==> config.mk <==
export PLATFORM = sky130hd
export DESIGN_NAME = lmsm_sequencer_flat
export DESIGN_NICKNAME = d
export VERILOG_FILES = /design/src/rtl/lmsm_sequencer_if.sv /design/src/rtl/lmsm_sequencer.sv /design/src/flat_wrapper.sv
export SDC_FILE = /design/constraint.sdc
export NUM_CORES = 1
export LEC_CHECK = 0
export BUFFER_PORTS_ARGS = -buffer_cell sky130_fd_sc_hd__buf_4
export CAP_MARGIN = 0
export CORE_UTILIZATION = 45
export DETAILED_ROUTE_END_ITERATION = 6
export PLACE_DENSITY = 0.74
export SYNTH_ARGS = -nofsm -noshare
export SYNTH_HDL_FRONTEND = slang
export SYNTH_SLANG_ARGS = --single-unit
==> constraint.sdc <==
create_clock -name clk -period 1.6 [get_ports clk]
set_input_delay 0.24 -clock clk [delete_from_list [all_inputs] [get_ports clk]]
set_output_delay 0.24 -clock clk [all_outputs]
set_load 0.02 [all_outputs]
==> src/rtl/lmsm_sequencer_if.sv <==
// Bundle between decode/memory stage and the LM/SM sequencer.
// Micro-op handshake: a micro-op is transferred on a rising edge where op_valid=1 and stall_in=0;
// while stall_in=1 the sequencer holds op_reg/op_addr/op_is_load/pc_write unchanged.
interface lmsm_sequencer_if;
    logic        start;
    logic        is_lm;
    logic [15:0] base_addr;
    logic [7:0]  reg_mask;
    logic        stall_in;
    logic        flush;
    logic        busy;
    logic        op_valid;
    logic        op_is_load;
    logic [2:0]  op_reg;
    logic [15:0] op_addr;
    logic        pc_write;
    logic        done;

    modport master (
        output start, is_lm, base_addr, reg_mask, stall_in, flush,
        input  busy, op_valid, op_is_load, op_reg, op_addr, pc_write, done
    );

    modport slave (
        input  start, is_lm, base_addr, reg_mask, stall_in, flush,
        output busy, op_valid, op_is_load, op_reg, op_addr, pc_write, done
    );
endinterface

==> src/rtl/lmsm_sequencer.sv <==
// Load/store-multiple sequencer: expands one LM/SM instruction into one micro-op per set
// mask bit, lowest register first, with consecutive word addresses from the base.
module lmsm_sequencer (
    input  logic              clk,
    input  logic              reset,
    lmsm_sequencer_if.slave   bus,
    output logic [1:0]        dbg_state
);
    typedef enum logic [1:0] {
        IDLE = 2'd0,
        RUN  = 2'd1,
        DONE = 2'd2
    } state_t;

    state_t      state_q, state_d;
    logic [7:0]  mask_q, mask_d;
    logic [15:0] addr_q, addr_d;
    logic        is_lm_q, is_lm_d;
    logic [2:0]  low_idx;
    logic [7:0]  low_bit;
    logic        in_run;

    // Descending scan so the last hit is the lowest set bit.
    always_comb begin
        low_idx = 3'd0;
        for (int i = 7; i >= 0; i--) begin
            if (mask_q[i]) low_idx = 3'(i);
        end
    end

    assign low_bit = 8'd1 << low_idx;

    always_comb begin
        state_d = state_q;
        mask_d  = mask_q;
        addr_d  = addr_q;
        is_lm_d = is_lm_q;
        case (state_q)
            IDLE: begin
                if (!bus.flush && bus.start) begin
                    is_lm_d = bus.is_lm;
                    addr_d  = bus.base_addr;
                    mask_d  = bus.reg_mask;
                    state_d = (bus.reg_mask != 8'd0) ? RUN : DONE;
                end
            end
            RUN: begin
                if (bus.flush) begin
                    mask_d  = 8'd0;
                    state_d = IDLE;
                end else if (!bus.stall_in) begin
                    mask_d = mask_q & ~low_bit;
                    addr_d = addr_q + 16'd1;
                    if ((mask_q & ~low_bit) == 8'd0) state_d = DONE;
                end
            end
            DONE: begin
                state_d = IDLE;
            end
            default: begin
                state_d = IDLE;
            end
        endcase
    end

    always_ff @(posedge clk or posedge reset) begin
        if (reset) begin
            state_q <= IDLE;
            mask_q  <= 8'd0;
            addr_q  <= 16'h0000;
            is_lm_q <= 1'b0;
        end else begin
            state_q <= state_d;
            mask_q  <= mask_d;
            addr_q  <= addr_d;
            is_lm_q <= is_lm_d;
        end
    end

    // Outputs depend only on registered state, so stall/flush never reach them combinationally.
    assign in_run         = (state_q == RUN);
    assign bus.busy       = in_run;
    assign bus.op_valid   = in_run;
    assign bus.op_reg     = in_run ? low_idx : 3'd0;
    assign bus.op_addr    = in_run ? addr_q : 16'h0000;
    assign bus.op_is_load = in_run & is_lm_q;
    assign bus.pc_write   = in_run & is_lm_q & (low_idx == 3'd7);
    assign bus.done       = (state_q == DONE);
    assign dbg_state      = state_q;
endmodule

==> src/flat_wrapper.sv <==
// flat-port wrapper written by rule: the top's interface ports become plain ports
module lmsm_sequencer_flat 
  (clk, reset, dbg_state, bus_start, bus_is_lm, bus_base_addr, bus_reg_mask, bus_stall_in, bus_flush, bus_busy, bus_op_valid, bus_op_is_load, bus_op_reg, bus_op_addr, bus_pc_write, bus_done);
  lmsm_sequencer_if bus_i ();
  input  logic clk;
  input  logic reset;
  output logic [1:0] dbg_state;
  input wire logic [$bits(bus_i.start)-1:0] bus_start;
  input wire logic [$bits(bus_i.is_lm)-1:0] bus_is_lm;
  input wire logic [$bits(bus_i.base_addr)-1:0] bus_base_addr;
  input wire logic [$bits(bus_i.reg_mask)-1:0] bus_reg_mask;
  input wire logic [$bits(bus_i.stall_in)-1:0] bus_stall_in;
  input wire logic [$bits(bus_i.flush)-1:0] bus_flush;
  output wire logic [$bits(bus_i.busy)-1:0] bus_busy;
  output wire logic [$bits(bus_i.op_valid)-1:0] bus_op_valid;
  output wire logic [$bits(bus_i.op_is_load)-1:0] bus_op_is_load;
  output wire logic [$bits(bus_i.op_reg)-1:0] bus_op_reg;
  output wire logic [$bits(bus_i.op_addr)-1:0] bus_op_addr;
  output wire logic [$bits(bus_i.pc_write)-1:0] bus_pc_write;
  output wire logic [$bits(bus_i.done)-1:0] bus_done;
  assign bus_i.start = bus_start;
  assign bus_i.is_lm = bus_is_lm;
  assign bus_i.base_addr = bus_base_addr;
  assign bus_i.reg_mask = bus_reg_mask;
  assign bus_i.stall_in = bus_stall_in;
  assign bus_i.flush = bus_flush;
  assign bus_busy = bus_i.busy;
  assign bus_op_valid = bus_i.op_valid;
  assign bus_op_is_load = bus_i.op_is_load;
  assign bus_op_reg = bus_i.op_reg;
  assign bus_op_addr = bus_i.op_addr;
  assign bus_pc_write = bus_i.pc_write;
  assign bus_done = bus_i.done;
  lmsm_sequencer u_core (.clk(clk), .reset(reset), .bus(bus_i), .dbg_state(dbg_state));
endmodule
== Word level (Yosys, flattened, before mapping) ==
Cells that the tools add are included.
Word-level totals
  word-level logic and storage cells: 52
  bits of input ports: 30
  flip-flop bits (word level): 27
Cells by class
  shift-type cells: 1
  equality and inequality tests: 8
  add/subtract/negate cells: 1
  bitwise gates (word level): 4
  reduce and logical (&&, ||, !) cells: 10
  multiplexer cells: 24
Operators with widths (count)
  16-bit 2-to-1 mux: 4
  16-bit case mux with 2 select lines: 1
  3-bit 2-to-1 mux: 9
  8-bit 2-to-1 mux: 3
  16-bit by 1-bit adder with 16-bit output, second input constant: 1
  8-bit case mux with 2 select lines: 1
  2-bit 2-to-1 mux: 5
  8-bit bitwise AND: 1
  8-bit logical NOT: 1
  8-bit NOT: 1
  8-bit nonzero test: 1
  1-bit by 3-bit left shift with 8-bit output, first input constant: 1
  3-bit != test, second input constant: 2
  3-bit AND reduction: 2
  2-bit != test, second input constant: 2
  2-bit case mux with 2 select lines: 1
  4-bit AND reduction: 1
  3-bit equality test, second input constant: 1
  1-bit bitwise AND: 2
  2-bit by 1-bit equality test with 1-bit output, second input constant: 1
  2-bit equality test, second input constant: 1
  2-bit logical NOT: 1
  2-bit by 1-bit != test with 1-bit output, second input constant: 1
  2-bit AND reduction: 1
  3 further kinds: 3

== Depth between registers and ports, before layout ==
Gate-level depths: netlist of the first run.
  depth in word-level cells: 16
  gate-level depth with buffers: 7

== Worst setup path before layout of the first run ==
Ideal clock, no wire load.
  path kind: reg2out
  start: reg u_core.state_q[1], in the netlist u_core.dbg_state[1]
  end: out bus_op_reg[1]
  data arrival time: 1.723 ns
  path buffers: 2
  setup slack: -0.363 ns
  stages on the path, launching flop included: 7
  cell sequence: dfrtp_1 nand2b_1 buf_2 inv_2 clkbuf_1 nand2_1 a21oi_1
Between the ends
  longest elaborated chain between the ends: 2
RTL lines
  start, declared: line lmsm_sequencer.sv:15  | state_t state_q, state_d;
  start signal, assigned: line lmsm_sequencer.sv:73  | state_q <= state_d;
  2-bit by 1-bit equality test with 1-bit output: line lmsm_sequencer.sv:81  | assign in_run = (state_q == RUN);
  via bus_busy: line flat_wrapper.sv:14  | output wire logic [$bits(bus_i.busy)-1:0] bus_busy;
  3-bit 2-to-1 mux: line lmsm_sequencer.sv:84  | assign bus.op_reg = in_run ? low_idx : 3'd0;
  end, declared: line flat_wrapper.sv:17  | output wire logic [$bits(bus_i.op_reg)-1:0] bus_op_reg;
The timed path passes the listed nets, and every way through them passes these cells.

== Final worst setup path of the first run ==
  start: reg u_core.mask_q[1]
  end: out bus_pc_write
Between the ends
  longest elaborated chain between the ends: 4
RTL lines
  start, declared: line lmsm_sequencer.sv:16  | logic [7:0] mask_q, mask_d;
  start signal, assigned: line lmsm_sequencer.sv:74  | mask_q <= mask_d;
  3-bit 2-to-1 mux (2 in a row): line lmsm_sequencer.sv:27  | if (mask_q[i]) low_idx = 3'(i);
  3-bit equality test: line lmsm_sequencer.sv:87  | assign bus.pc_write = in_run & is_lm_q & (low_idx == 3'd7);
  1-bit bitwise AND: line lmsm_sequencer.sv:87
  end, declared: line flat_wrapper.sv:19  | output wire logic [$bits(bus_i.pc_write)-1:0] bus_pc_write;
Every way passes these cells.

==> flow_summary.html, run 1 <==
<table>
<tr><th>Metric</th><th>Value</th></tr>
<tr><th colspan="2">Route</th></tr>
<tr><td>Detailed-route vias per instance</td><td>6.059</td></tr>
<tr><td>Number of violations reported at the end of detailed-routing iteration 0</td><td>151</td></tr>
<tr><td>Count of TritonRoute iterations in the first routing pass</td><td>4</td></tr>
<tr><td>WL per Instance</td><td>18.17 um</td></tr>
<tr><td>Drc violations</td><td>0</td></tr>
<tr><td>Remaining number of nets flagged by the antenna check after routing</td><td>0</td></tr>
<tr><td>Via count</td><td>2369</td></tr>
<tr><td>Post-Route WL</td><td>about 7.1 mm</td></tr>
<tr><th colspan="2">Global routing</th></tr>
<tr><td>Remaining Overflow, GRT</td><td>0</td></tr>
<tr><td>Number of global-route vias before repair</td><td>between 2000 and 2500</td></tr>
<tr><td>Maximum number of pins on one net before global-route repair</td><td>28</td></tr>
<tr><td>All-Layer GR Usage</td><td>0.2897</td></tr>
<tr><td>Number of antenna violations at the first check in global routing</td><td>0</td></tr>
<tr><td>Wire length of the first global-routing pass</td><td>9.528 mm</td></tr>
<tr><td>Met3 global-route usage</td><td>0.04110</td></tr>
<tr><td>Met1 usage in global routing</td><td>0.4114</td></tr>
<tr><td>Met2 routing resource usage after global routing</td><td>0.4444</td></tr>
<tr><td>Most Used Layer, Global Route</td><td>met2</td></tr>
<tr><th colspan="2">Setup path</th></tr>
<tr><td>Signal arrival time at the worst endpoint</td><td>1.78 ns</td></tr>
<tr><td>Crit. Startpoint</td><td>u_core.mask_q[1]</td></tr>
<tr><td>Crit Path Category</td><td>flop to primary output</td></tr>
<tr><td>Origin of the critical flop-to-flop path</td><td>u_core.mask_q[1]</td></tr>
<tr><td>Termination of the worst setup path</td><td>bus_pc_write</td></tr>
<tr><td>Kind of launch point of the worst setup path</td><td>flop</td></tr>
<tr><td>R2R cell count</td><td>6</td></tr>
<tr><td>Worst EP required</td><td>1.36 ns</td></tr>
<tr><td>Crit Path Max Fanout</td><td>2</td></tr>
<tr><td>R2R Path End</td><td>u_core.dbg_state[1]</td></tr>
<tr><td>Worst Setup End Kind</td><td>primary output</td></tr>
<tr><td>Slack of the worst reg-to-reg path</td><td>-0.30 ns</td></tr>
<tr><th colspan="2">Min path</th></tr>
<tr><td>Hold crit path type</td><td>input pin to async pin</td></tr>
<tr><th colspan="2">Synthesis</th></tr>
<tr><td>Portion of synthesized cell area occupied by the leading cell type</td><td>0.3598</td></tr>
<tr><td>Avg Inst Size Synth</td><td>8.165 um^2</td></tr>
<tr><td>Number of synthesized register bits</td><td>27</td></tr>
<tr><td>Most common cell in the synthesized netlist</td><td>sky130_fd_sc_hd__dfrtp_1</td></tr>
<tr><td>Cell area after technology mapping</td><td>0.001878 mm^2</td></tr>
<tr><td>Most used flip-flop cell after synthesis</td><td>sky130_fd_sc_hd__dfrtp_1</td></tr>
<tr><td>Number of synthesized flops with an enable pin</td><td>0</td></tr>
<tr><td>Cells after Synth</td><td>230</td></tr>
<tr><td>Leading cell types by count after synthesis</td><td>sky130_fd_sc_hd__dfrtp_1 (27), sky130_fd_sc_hd__a21oi_1 (19), sky130_fd_sc_hd__nor2_1 (18), sky130_fd_sc_hd__o21ai_0 (18), sky130_fd_sc_hd__nand2_1 (17)</td></tr>
<tr><td>Dominant cells by area after synthesis</td><td>sky130_fd_sc_hd__dfrtp_1 (36%), sky130_fd_sc_hd__and2_1 (5.3%), sky130_fd_sc_hd__a21oi_1 (5.1%)</td></tr>
<tr><td>Net count after synthesis</td><td>around 260</td></tr>
<tr><td>Async set-or-reset flop fraction in the synthesized netlist</td><td>1.000</td></tr>
<tr><td>Total number of yosys warnings</td><td>0</td></tr>
<tr><td>Cell variety after synth</td><td>46</td></tr>
<tr><td>Sequential area share after synthesis</td><td>0.3598</td></tr>
<tr><td>Largest area contributor in the synthesized netlist</td><td>sky130_fd_sc_hd__dfrtp_1</td></tr>
<tr><th colspan="2">Clock tree</th></tr>
<tr><td>Total clock sinks</td><td>27</td></tr>
<tr><td># H-tree levels</td><td>1</td></tr>
<tr><td>Worst skew pair latency</td><td>0.28 ns</td></tr>
<tr><td>Root buf cell</td><td>sky130_fd_sc_hd__clkbuf_8</td></tr>
<tr><td>Post-CTS clock slew at the launch and capture registers of the worst setup and hold paths</td><td>0.10 ns</td></tr>
<tr><td>Clock buffer count from CTS</td><td>3</td></tr>
<tr><td>Buffers from clock root to sink, at most</td><td>2</td></tr>
<tr><td>Clock tree from TritonCTS</td><td>built</td></tr>
<tr><th colspan="2">STA</th></tr>
<tr><td>Worst Skew</td><td>0.006917 ns</td></tr>
<tr><td>Post-route minimum period</td><td>2.015 ns</td></tr>
<tr><td>Worst slew margin relative to its limit</td><td>0.7240</td></tr>
<tr><td>Highest clock rate</td><td>0.4962 GHz</td></tr>
<tr><td>Max Slew Vio Count</td><td>0</td></tr>
<tr><td>Hold_ws</td><td>0.01777 ns</td></tr>
<tr><td>Least setup slack across all paths after layout</td><td>-0.4153 ns</td></tr>
<tr><td>Worst-margin pin slew</td><td>0.4127 ns</td></tr>
<tr><td>Count of final hold-check violations</td><td>0</td></tr>
<tr><td>RSZ-0062 raised after global routing</td><td>true</td></tr>
<tr><td>Period Utilization, post-route</td><td>1.260</td></tr>
<tr><td>Final setup violation count</td><td>28</td></tr>
<tr><th colspan="2">Final layout</th></tr>
<tr><td>Number of antenna diodes</td><td>0</td></tr>
<tr><td>Fin area</td><td>0.003286 mm^2</td></tr>
<tr><td>Filler-free cell count of the finished design</td><td>391</td></tr>
<tr><td>Number of nets in the layout</td><td>373</td></tr>
<tr><td>Multi-input gate area in the final layout</td><td>about 0.0013 mm^2</td></tr>
<tr><td>Layout cell share with drive strength beyond 1</td><td>0.5630</td></tr>
<tr><td>Sequential cell area</td><td>approximately 680 um^2</td></tr>
<tr><td>Synthesis-to-layout area growth</td><td>74.95%</td></tr>
<tr><td>Filler cells</td><td>238</td></tr>
<tr><th colspan="2">Place</th></tr>
<tr><td>Half-perimeter wire length after detailed placement</td><td>roughly 3.8 mm</td></tr>
<tr><td>Global placement routability congestion</td><td>0.9706</td></tr>
<tr><td>Placed Instance Area</td><td>0.002621 mm^2</td></tr>
<tr><td>Inst Count DP</td><td>roughly 360</td></tr>
<tr><td>Count of port buffers added during placement</td><td>55</td></tr>
<tr><th colspan="2">Floorplanning</th></tr>
<tr><td>Initial Utilization</td><td>0.4695</td></tr>
<tr><td>Floorplan die height</td><td>66.60 um</td></tr>
<tr><td>Area of the placeable core</td><td>0.004000 mm^2</td></tr>
<tr><td>Die Footprint</td><td>0.004436 mm^2</td></tr>
<tr><td>Number of top-level pins</td><td>56</td></tr>
<tr><td>FP Rows</td><td>23</td></tr>
<tr><td>DIE WIDTH</td><td>66.60 um</td></tr>
<tr><th colspan="2">Job</th></tr>
<tr><td>Max-cap violations</td><td>0</td></tr>
<tr><th colspan="2">Outcome</th></tr>
<tr><td>Violated checks</td><td>negative setup slack</td></tr>
<tr><td>Run status</td><td>finished, violations left</td></tr>
<tr><th colspan="2">Pwr</th></tr>
<tr><td>Power per Cell Area</td><td>between 2000 and 2500 mW/mm^2</td></tr>
<tr><td>Standby leakage power</td><td>between 1 and 1.5 nW</td></tr>
<tr><td>Sequential power share</td><td>0.190</td></tr>
<tr><td>Largest voltage drop on the vdd net</td><td>1.159 mV</td></tr>
<tr><td>Internal Power</td><td>3.742 mW</td></tr>
<tr><td>Share of total power in combinational logic</td><td>0.750</td></tr>
<tr><td>Switching fraction of total power</td><td>0.4405</td></tr>
<tr><td>Clock share of power</td><td>0.060</td></tr>
<tr><td>Switching component of the power</td><td>just under 3 mW</td></tr>
</table>
## how the worst min path moves through the flow
stage,from,endpoint
floorplan,reset,u_core.addr_q[0]
global placement,reset,u_core.addr_q[1]
detailed placement,reset,u_core.addr_q[1]
CTS,reset,u_core.is_lm_q
global route,reset,u_core.is_lm_q
finish,reset,u_core.is_lm_q
## state kept, by name (all words and copies together) (netlist names)
signal	cells
u_core.mask_q	8
u_core.addr_q	16
u_core.dbg_state	2
u_core.is_lm_q	1
## logic make-up after synthesis
| logic type | after synthesis | share of synthesized area |
|---|---|---|
| AOI/OAI and AO/OA | 79 | 0.2805 |
| adders and majority gates | 3 | 0.01865 |
| buffers and inverters | 25 | 0.06462 |
| DFF | 27 | 0.3598 |
| muxes | 1 | 0.005996 |
| and+or+nand+nor | 95 | 0.2705 |
## stage by stage
stage          setup TNS, ns  power (mW)  utilization  setup WS [ns]
3_5_place_dp         -0.6371       4.683       0.6553        -0.1394
5_1_grt               -3.843       7.059       0.8214        -0.4617
4_1_cts               -1.307       5.734       0.7319        -0.3767
2_1_floorplan        -0.2706       3.406            -        -0.1203
3_3_place_gp         -0.4063       4.651       0.6553       -0.09948
6_report              -2.391       6.688       0.8214        -0.4153
## final cells by class
| class | instances | area share |
|---|---|---|
| clock inverter | 1 | 0.001523 |
| timing repair inverter | 1 | 0.002666 |
| tap | 50 | 0.01904 |
| multi-input combinational | 179 | 0.4086 |
| clock buffer | 3 | 0.01257 |
| timing repair buffer | 121 | 0.3363 |
| sequential | 27 | 0.2068 |
| inverter | 9 | 0.01257 |
## cells in the final DEF (no fill, tap or decap), types with 4 or more instances in the layout
cell                        synthesis  routed
sky130_fd_sc_hd__and3_1             4       4
sky130_fd_sc_hd__a21oi_1           19      16
sky130_fd_sc_hd__nand3_1            8       7
sky130_fd_sc_hd__inv_1              8       6
sky130_fd_sc_hd__and2_4             0      15
sky130_fd_sc_hd__o21ai_1            2      10
sky130_fd_sc_hd__nor2_2             0       5
sky130_fd_sc_hd__nand4_1            5       5
sky130_fd_sc_hd__a2bb2oi_1          4       4
sky130_fd_sc_hd__nor2_1            18      11
sky130_fd_sc_hd__o21ai_0           18       7
sky130_fd_sc_hd__dfrtp_1           27      24
sky130_fd_sc_hd__nand2_1           17      15
sky130_fd_sc_hd__a31oi_1            6       4
sky130_fd_sc_hd__nor4_1             7       5
sky130_fd_sc_hd__a22o_1             6       6
sky130_fd_sc_hd__buf_6              2      37
sky130_fd_sc_hd__buf_4              2      80
## critical path: stages, from the launching register on
cell                      delay (ns)
sky130_fd_sc_hd__dfrtp_2        0.44
sky130_fd_sc_hd__or4_4          0.56
sky130_fd_sc_hd__nor4_4         0.20
sky130_fd_sc_hd__and2_4         0.19
sky130_fd_sc_hd__buf_6          0.11
## power groups by stage
stage               sequential (mW)  clock, mW  combinational [mW]
floorplan                      1.29          0                2.12
global placement               1.27          0                3.39
detailed placement             1.27          0                3.41
CTS                            1.23      0.401                4.10
global route                   1.30      0.438                5.32
finish                         1.27      0.400                5.02
## timing repair
action | CTS | global route
cloned | 2 | 4
pin swaps | 6 | 25
buffers inserted | 14 | 13
hold buffers | 0 | 0
endpoints found under the setup margin | 27 | 41
gates resized for setup | 37 | 74
## per-layer routing
layer	wire length [um]	vias up
met5	0	-
met4	192	0
met3	627	18
met2	3337	136
met1	2948	1138
li1	-	1077
Note: power is estimated with default switching activity, not from simulation.
==> inputs of run 2 (changes only) <==
--- a/config.mk
+++ b/config.mk
@@ -7,9 +7,9 @@
 export LEC_CHECK = 0
 export BUFFER_PORTS_ARGS = -buffer_cell sky130_fd_sc_hd__buf_4
 export CAP_MARGIN = 0
-export CORE_UTILIZATION = 45
+export CORE_UTILIZATION = 47
 export DETAILED_ROUTE_END_ITERATION = 6
-export PLACE_DENSITY = 0.74
+export PLACE_DENSITY = 0.79
 export SYNTH_ARGS = -nofsm -noshare
 export SYNTH_HDL_FRONTEND = slang
 export SYNTH_SLANG_ARGS = --single-unit
==> run 2 against run 1 <==
Against the previous run: hold slack got worse by 0.0078 ns; critical endpoint unchanged; wire length rose by 11%; largest power group unchanged; combinational power rose by 3%; final area fell by 0.76%; largest cell class unchanged; final cell count did not move; maximum frequency rose by 4.0%; via count rose by 5.6%; the flow still finishes with violations (negative setup slack).
==> flow_summary.html, run 2 (same netlist as run 1, synthesis figures left out) <==
<table>
<tr><th>Metric</th><th>Value</th></tr>
<tr><th colspan="2">Setup path</th></tr>
<tr><td>Kind of launch point of the worst setup path</td><td>flop</td></tr>
<tr><td>Crit Path Category</td><td>flop to primary output</td></tr>
<tr><td>Worst EP required</td><td>between 1 and 1.5 ns</td></tr>
<tr><td>R2R Path End</td><td>u_core.dbg_state[1]</td></tr>
<tr><td>R2R cell count</td><td>5</td></tr>
<tr><td>Crit. Startpoint</td><td>u_core.mask_q[1]</td></tr>
<tr><td>Origin of the critical flop-to-flop path</td><td>u_core.mask_q[6]</td></tr>
<tr><td>Slack of the worst reg-to-reg path</td><td>-0.26 ns</td></tr>
<tr><td>Worst Setup End Kind</td><td>primary output</td></tr>
<tr><td>Crit Path Max Fanout</td><td>3</td></tr>
<tr><td>Signal arrival time at the worst endpoint</td><td>~1.7 ns</td></tr>
<tr><th colspan="2">Global routing</th></tr>
<tr><td>Number of antenna violations at the first check in global routing</td><td>0</td></tr>
<tr><td>Number of global-route vias before repair</td><td>roughly 2100</td></tr>
<tr><td>All-Layer GR Usage</td><td>0.3060</td></tr>
<tr><td>Wire length of the first global-routing pass</td><td>approximately 10 mm</td></tr>
<tr><td>Maximum number of pins on one net before global-route repair</td><td>28</td></tr>
<tr><td>Remaining Overflow, GRT</td><td>0</td></tr>
<tr><th colspan="2">Place</th></tr>
<tr><td>Half-perimeter wire length after detailed placement</td><td>4.233 mm</td></tr>
<tr><td>Count of port buffers added during placement</td><td>55</td></tr>
<tr><td>Global placement routability congestion</td><td>0.8820</td></tr>
<tr><th colspan="2">Route</th></tr>
<tr><td>Post-Route WL</td><td>7.910 mm</td></tr>
<tr><td>Number of violations reported at the end of detailed-routing iteration 0</td><td>244</td></tr>
<tr><td>Via count</td><td>2502</td></tr>
<tr><td>Count of TritonRoute iterations in the first routing pass</td><td>5</td></tr>
<tr><td>Drc violations</td><td>0</td></tr>
<tr><td>WL per Instance</td><td>20.23 um</td></tr>
<tr><td>Remaining number of nets flagged by the antenna check after routing</td><td>0</td></tr>
<tr><td>Detailed-route vias per instance</td><td>approximately 6.4</td></tr>
<tr><th colspan="2">Final layout</th></tr>
<tr><td>Flip-flop count of the largest register, all copies and words added</td><td>16</td></tr>
<tr><td>Synthesis-to-layout area growth</td><td>73.62%</td></tr>
<tr><td>Utilization of the core after routing</td><td>0.8710</td></tr>
<tr><td>Layout cell share with drive strength beyond 1</td><td>0.5394</td></tr>
<tr><td>Register ranked first by flip-flop count</td><td>u_core.addr_q</td></tr>
<tr><td>Leading cell type in the layout, fill and taps excluded</td><td>sky130_fd_sc_hd__buf_4</td></tr>
<tr><td>Number of nets in the layout</td><td>375</td></tr>
<tr><td>Number of antenna diodes</td><td>0</td></tr>
<tr><td>Most used cells in the layout excluding fill and tap cells</td><td>sky130_fd_sc_hd__buf_4 (88), sky130_fd_sc_hd__buf_6 (29), sky130_fd_sc_hd__dfrtp_1 (24)</td></tr>
<tr><th colspan="2">STA</th></tr>
<tr><td>RSZ-0062 raised after global routing</td><td>true</td></tr>
<tr><td>Post-Route Setup TNS</td><td>-2.163 ns</td></tr>
<tr><td>Worst-margin pin slew</td><td>between 0.4 and 0.5 ns</td></tr>
<tr><td>Highest clock rate</td><td>0.5160 GHz</td></tr>
<tr><td>Final setup violation count</td><td>24</td></tr>
<tr><td>Post-route minimum period</td><td>1.938 ns</td></tr>
<tr><td>Least setup slack across all paths after layout</td><td>-0.3378 ns</td></tr>
<tr><td>Worst slew margin relative to its limit</td><td>0.6684</td></tr>
<tr><td>Count of final hold-check violations</td><td>0</td></tr>
<tr><td>Worst Skew</td><td>0.006038 ns</td></tr>
<tr><td>Max Slew Vio Count</td><td>0</td></tr>
<tr><td>Period Utilization, post-route</td><td>1.211</td></tr>
<tr><th colspan="2">Clock tree</th></tr>
<tr><td>Total clock sinks</td><td>27</td></tr>
<tr><td>Root buf cell</td><td>sky130_fd_sc_hd__clkbuf_8</td></tr>
<tr><td># H-tree levels</td><td>1</td></tr>
<tr><td>Post-CTS clock slew at the launch and capture registers of the worst setup and hold paths</td><td>0.10 ns</td></tr>
<tr><td>CTS hold repair buffers</td><td>0</td></tr>
<tr><td>Worst skew pair latency</td><td>0.28 ns</td></tr>
<tr><td>Buffers from clock root to sink, at most</td><td>2</td></tr>
<tr><td>Clock tree from TritonCTS</td><td>built</td></tr>
<tr><td>Clock buffer count from CTS</td><td>3</td></tr>
<tr><th colspan="2">Job</th></tr>
<tr><td>Max-cap violations</td><td>0</td></tr>
<tr><th colspan="2">Min path</th></tr>
<tr><td>Hold crit path type</td><td>input pin to async pin</td></tr>
<tr><th colspan="2">Pwr</th></tr>
<tr><td>Power per Cell Area</td><td>2111 mW/mm^2</td></tr>
<tr><td>Standby leakage power</td><td>1.498 nW</td></tr>
<tr><td>Total power</td><td>6.883 mW</td></tr>
<tr><td>Largest voltage drop on the vdd net</td><td>around 1.0 mV</td></tr>
<tr><th colspan="2">Floorplanning</th></tr>
<tr><td>Floorplan die height</td><td>between 60 and 70 um</td></tr>
<tr><td>Initial Utilization</td><td>0.5017</td></tr>
<tr><td>Area of the placeable core</td><td>~0.0037 mm^2</td></tr>
<tr><td>Number of top-level pins</td><td>56</td></tr>
<tr><td>DIE WIDTH</td><td>65.21 um</td></tr>
<tr><td>Die Footprint</td><td>0.004252 mm^2</td></tr>
<tr><td>FP Rows</td><td>22</td></tr>
<tr><th colspan="2">Outcome</th></tr>
<tr><td>Violated checks</td><td>negative setup slack</td></tr>
<tr><td>Run status</td><td>finished, violations left</td></tr>
</table>
==> run 2: changes by cell type in the layout (fill, tap and decap cells not counted), moves of 2 or more <==
cell	before	now
sky130_fd_sc_hd__a31oi_1	4	6
sky130_fd_sc_hd__a31oi_2	2	0
sky130_fd_sc_hd__buf_4	80	88
sky130_fd_sc_hd__buf_6	37	29
sky130_fd_sc_hd__clkbuf_16	0	2
sky130_fd_sc_hd__nand2b_1	1	3
sky130_fd_sc_hd__nand2b_2	2	0
sky130_fd_sc_hd__o21ai_0	7	10
sky130_fd_sc_hd__o21ai_1	10	7
sky130_fd_sc_hd__o41ai_1	0	2
sky130_fd_sc_hd__o41ai_2	2	0
==> run 2: worst max path at each step <==
stage                     slack (ns)                   to
after floorplan                -0.12  u_core.dbg_state[1]
after global placement         -0.07        bus_op_reg[2]
after detailed placement       -0.10        bus_op_reg[2]
after CTS                      -0.33         bus_pc_write
after global routing           -0.39         bus_pc_write
final                          -0.34         bus_pc_write
==> run 2: report_power, final <==
group	switching [mW]	internal [mW]
Clock	0.238	0.179
Combinational	2.57	2.61
Sequential	0.298	0.994
==> run 2: critical path, stage by stage (launching register included) <==
cell and delay, ns:
sky130_fd_sc_hd__dfrtp_1 0.39, sky130_fd_sc_hd__or4_4 0.57, sky130_fd_sc_hd__nor4_4 0.17, sky130_fd_sc_hd__and2_4 0.18, sky130_fd_sc_hd__buf_6 0.11
==> run 2: area by class of cell <==
class	instances	area, um^2
fill	183	483.0
multi-input combinational	178	1294
timing repair inverter	1	6.256
inverter	9	41.29
tap	48	60.06
timing repair buffer	124	1135
clock buffer	4	45.04
sequential	27	679.4
==> run 2: per-layer routing <==
layer,GRT usage,routed length (um),part of all wire,up-vias
met5,0,0,0,-
met4,0.08424,257,0.032,0
met3,0.04861,910,0.12,44
met2,0.5129,3969,0.50,192
met1,0.4068,2774,0.35,1188
li1,-,-,-,1078
==> run 2: through the flow <==
| stage | hold slack, ns | cell area [um^2] | setup slack, ns | std cells |
|---|---|---|---|---|
| floorplan | 0.2926 | 1947 | -0.1203 | 230 |
| CTS | 0.03101 | 2902 | -0.3349 | 371 |
| global route | 0.04723 | 3261 | -0.3920 | 391 |
| finish | 0.009926 | 3261 | -0.3378 | 391 |
| detailed placement | 0.3310 | 2611 | -0.1034 | 352 |
| global placement | 0.3268 | 2611 | -0.07299 | 352 |
==> run 2: timing repair <==
action | 4_1_cts | 5_1_grt
cloned | 2 | 3
buffers inserted | 13 | 23
setup endpoints to repair | 27 | 38
resized for setup | 32 | 49
pin swaps | 8 | 22
==> inputs of run 3 (changes only) <==
==> constraint.sdc (replaced) <==
create_clock -name clk -period 1.6 [get_ports clk]
set_input_delay 0.24 -clock clk [delete_from_list [all_inputs] [get_ports clk]]
set_output_delay 0.24 -clock clk [all_outputs]
set_load 0.05 [all_outputs]
==> run 3 against run 2 <==
Against the previous run: the run still ends with negative setup slack left; die area unchanged; global-route usage up 1.4 points; register-to-register slack lost 0.12 ns; maximum frequency down 5.2%; final cell count rose by 1.8%; final area up 5.0%; total power up 16%; clock skew barely moved; count of clock-buffer cells in the layout did not move; largest power group unchanged.
==> flow_summary.html, run 3 (same netlist as run 1, synthesis figures left out) <==
<table>
<tr><th>Metric</th><th>Value</th></tr>
<tr><th colspan="2">Floorplanning</th></tr>
<tr><td>Floorplan die height</td><td>between 60 and 70 um</td></tr>
<tr><td>Area of the placeable core</td><td>between 0.003 and 0.004 mm^2</td></tr>
<tr><td>Initial Utilization</td><td>0.5017</td></tr>
<tr><td>FP Rows</td><td>22</td></tr>
<tr><td>Die Footprint</td><td>0.004252 mm^2</td></tr>
<tr><td>Number of top-level pins</td><td>56</td></tr>
<tr><td>DIE WIDTH</td><td>between 60 and 70 um</td></tr>
<tr><th colspan="2">Clock tree</th></tr>
<tr><td>Clock tree from TritonCTS</td><td>built</td></tr>
<tr><td>Total clock sinks</td><td>27</td></tr>
<tr><td>Buffers from clock root to sink, at most</td><td>2</td></tr>
<tr><td>Root buf cell</td><td>sky130_fd_sc_hd__clkbuf_8</td></tr>
<tr><td>Worst skew pair latency</td><td>around 0.28 ns</td></tr>
<tr><td>CTS hold repair buffers</td><td>0</td></tr>
<tr><td>Clock buffer count from CTS</td><td>3</td></tr>
<tr><td>Post-CTS clock slew at the launch and capture registers of the worst setup and hold paths</td><td>0.10 ns</td></tr>
<tr><td># H-tree levels</td><td>1</td></tr>
<tr><th colspan="2">Pwr</th></tr>
<tr><td>Standby leakage power</td><td>1.551 nW</td></tr>
<tr><td>Switching component of the power</td><td>roughly 4.0 mW</td></tr>
<tr><td>Sequential power share</td><td>0.169</td></tr>
<tr><td>Total power</td><td>around 8.0 mW</td></tr>
<tr><td>Share of total power in combinational logic</td><td>0.780</td></tr>
<tr><td>Largest voltage drop on the vdd net</td><td>1.305 mV</td></tr>
<tr><td>Switching fraction of total power</td><td>0.4972</td></tr>
<tr><td>Internal Power</td><td>4.024 mW</td></tr>
<tr><td>Clock share of power</td><td>0.051</td></tr>
<tr><td>Power per Cell Area</td><td>roughly 2300 mW/mm^2</td></tr>
<tr><th colspan="2">Route</th></tr>
<tr><td>Post-Route WL</td><td>9.454 mm</td></tr>
<tr><td>Number of violations reported at the end of detailed-routing iteration 0</td><td>362</td></tr>
<tr><td>Remaining number of nets flagged by the antenna check after routing</td><td>0</td></tr>
<tr><td>Drc violations</td><td>0</td></tr>
<tr><td>Detailed-route vias per instance</td><td>6.817</td></tr>
<tr><td>WL per Instance</td><td>23.75 um</td></tr>
<tr><td>Via count</td><td>2713</td></tr>
<tr><td>Count of TritonRoute iterations in the first routing pass</td><td>6</td></tr>
<tr><th colspan="2">Job</th></tr>
<tr><td>Max-cap violations</td><td>0</td></tr>
<tr><th colspan="2">Setup path</th></tr>
<tr><td>Origin of the critical flop-to-flop path</td><td>u_core.mask_q[3]</td></tr>
<tr><td>R2R Path End</td><td>u_core.mask_q[5]</td></tr>
<tr><td>Crit. Startpoint</td><td>u_core.mask_q[3]</td></tr>
<tr><td>Crit Path Category</td><td>flop to primary output</td></tr>
<tr><td>Signal arrival time at the worst endpoint</td><td>between 1.5 and 2 ns</td></tr>
<tr><td>Slack of the worst reg-to-reg path</td><td>-0.38 ns</td></tr>
<tr><td>Worst EP required</td><td>1.36 ns</td></tr>
<tr><td>Worst Setup End Kind</td><td>primary output</td></tr>
<tr><td>R2R cell count</td><td>7</td></tr>
<tr><td>Crit Path Max Fanout</td><td>2</td></tr>
<tr><td>Kind of launch point of the worst setup path</td><td>flop</td></tr>
<tr><td>Termination of the worst setup path</td><td>bus_pc_write</td></tr>
<tr><th colspan="2">Final layout</th></tr>
<tr><td>Filler-free cell count of the finished design</td><td>398</td></tr>
<tr><td>Synthesis-to-layout area growth</td><td>82.28%</td></tr>
<tr><td>Register ranked first by flip-flop count</td><td>u_core.addr_q</td></tr>
<tr><td>Most used cells in the layout excluding fill and tap cells</td><td>sky130_fd_sc_hd__buf_4 (96), sky130_fd_sc_hd__dfrtp_1 (23), sky130_fd_sc_hd__a21oi_1 (17)</td></tr>
<tr><td>Leading cell type in the layout, fill and taps excluded</td><td>sky130_fd_sc_hd__buf_4</td></tr>
<tr><td>Number of antenna diodes</td><td>0</td></tr>
<tr><td>Number of nets in the layout</td><td>382</td></tr>
<tr><td>Layout cell share with drive strength beyond 1</td><td>0.5771</td></tr>
<tr><td>Flip-flop count of the largest register, all copies and words added</td><td>16</td></tr>
<tr><th colspan="2">STA</th></tr>
<tr><td>Max Slew Vio Count</td><td>0</td></tr>
<tr><td>Count of final hold-check violations</td><td>0</td></tr>
<tr><td>Least setup slack across all paths after layout</td><td>-0.4449 ns</td></tr>
<tr><td>RSZ-0062 raised after global routing</td><td>true</td></tr>
<tr><td>Worst-margin pin slew</td><td>0.4877 ns</td></tr>
<tr><td>Post-Route Setup TNS</td><td>-4.080 ns</td></tr>
<tr><td>Post-route minimum period</td><td>~2.0 ns</td></tr>
<tr><td>Final setup violation count</td><td>30</td></tr>
<tr><td>Worst Skew</td><td>0.005603 ns</td></tr>
<tr><td>Period Utilization, post-route</td><td>1.278</td></tr>
<tr><td>Worst slew margin relative to its limit</td><td>0.6719</td></tr>
<tr><td>Highest clock rate</td><td>a little under 0.5 GHz</td></tr>
<tr><th colspan="2">Place</th></tr>
<tr><td>Count of port buffers added during placement</td><td>55</td></tr>
<tr><td>Worst Setup Slack post-DPL</td><td>-0.1853 ns</td></tr>
<tr><td>Inst Count DP</td><td>roughly 360</td></tr>
<tr><td>Global placement routability congestion</td><td>0.9314</td></tr>
<tr><td>Half-perimeter wire length after detailed placement</td><td>4.194 mm</td></tr>
<tr><th colspan="2">Global routing</th></tr>
<tr><td>Number of global-route vias before repair</td><td>about 2200</td></tr>
<tr><td>All-Layer GR Usage</td><td>0.3201</td></tr>
<tr><td>Maximum number of pins on one net before global-route repair</td><td>28</td></tr>
<tr><td>Wire length of the first global-routing pass</td><td>around 10 mm</td></tr>
<tr><td>Number of antenna violations at the first check in global routing</td><td>0</td></tr>
<tr><td>Remaining Overflow, GRT</td><td>0</td></tr>
<tr><th colspan="2">Outcome</th></tr>
<tr><td>Violated checks</td><td>negative setup slack</td></tr>
<tr><td>Run status</td><td>finished, violations left</td></tr>
<tr><th colspan="2">Min path</th></tr>
<tr><td>Hold crit path type</td><td>input pin to async pin</td></tr>
</table>
==> run 3: area by class of cell <==
type	instances	area [um^2]
Tap cell	48	60.06
Multi-Input combinational cell	179	1364
Timing Repair inverter	1	8.758
Sequential cell	27	680.7
Fill cell	145	320.3
Clock buffer	4	45.04
Timing Repair Buffer	130	1219
Inverter	9	46.29
==> run 3: how the worst min path moves through the flow <==
stage	from	slack, ns	to	cells after the start
2_1_floorplan	reset	0.29	u_core.addr_q[0]	1
3_3_place_gp	reset	0.33	u_core.is_lm_q	3
3_5_place_dp	reset	0.33	u_core.is_lm_q	3
6_report	reset	0.01	u_core.addr_q[13]	3
4_1_cts	reset	0.03	u_core.is_lm_q	3
5_1_grt	reset	0.04	u_core.addr_q[13]	3
==> run 3: worst max-delay path: stages (launching register included) <==
cell and delay, ns:
sky130_fd_sc_hd__dfrtp_1 0.40, sky130_fd_sc_hd__or4_4 0.56, sky130_fd_sc_hd__nor4_4 0.21, sky130_fd_sc_hd__and2_4 0.21, sky130_fd_sc_hd__buf_8 0.14
==> run 3: metal layers <==
layer	vias up	part of all wire	track usage
li1	1097	-	-
met1	1263	0.36	0.4336
met2	272	0.45	0.5348
met3	81	0.12	0.02951
met4	0	0.069	0.1060
met5	-	0	0
==> run 3: timing repair <==
item | CTS | global route
setup endpoints to repair | 21 | 38
resized for setup | 40 | 56
pin swaps | 10 | 19
buffers inserted | 14 | 13
gates cloned | 1 | 5
==> run 3: power by group through the flow <==
stage          sequential, mW  clock [mW]  combinational [mW]
2_1_floorplan            1.34           0                2.97
3_3_place_gp             1.28           0                4.18
3_5_place_dp             1.30           0                4.26
4_1_cts                  1.27       0.392                4.97
5_1_grt                  1.38       0.418                6.46
6_report                 1.35       0.409                6.24
==> run 3: per-stage QoR <==
step           hold WS (ns)  cell area [um^2]  utilization
2_1_floorplan        0.2926              2063            -
3_3_place_gp         0.3281              2730       0.7293
3_5_place_dp         0.3300              2730       0.7293
4_1_cts             0.03385              3052       0.8152
5_1_grt             0.03724              3423       0.9144
6_report            0.01497              3423       0.9144
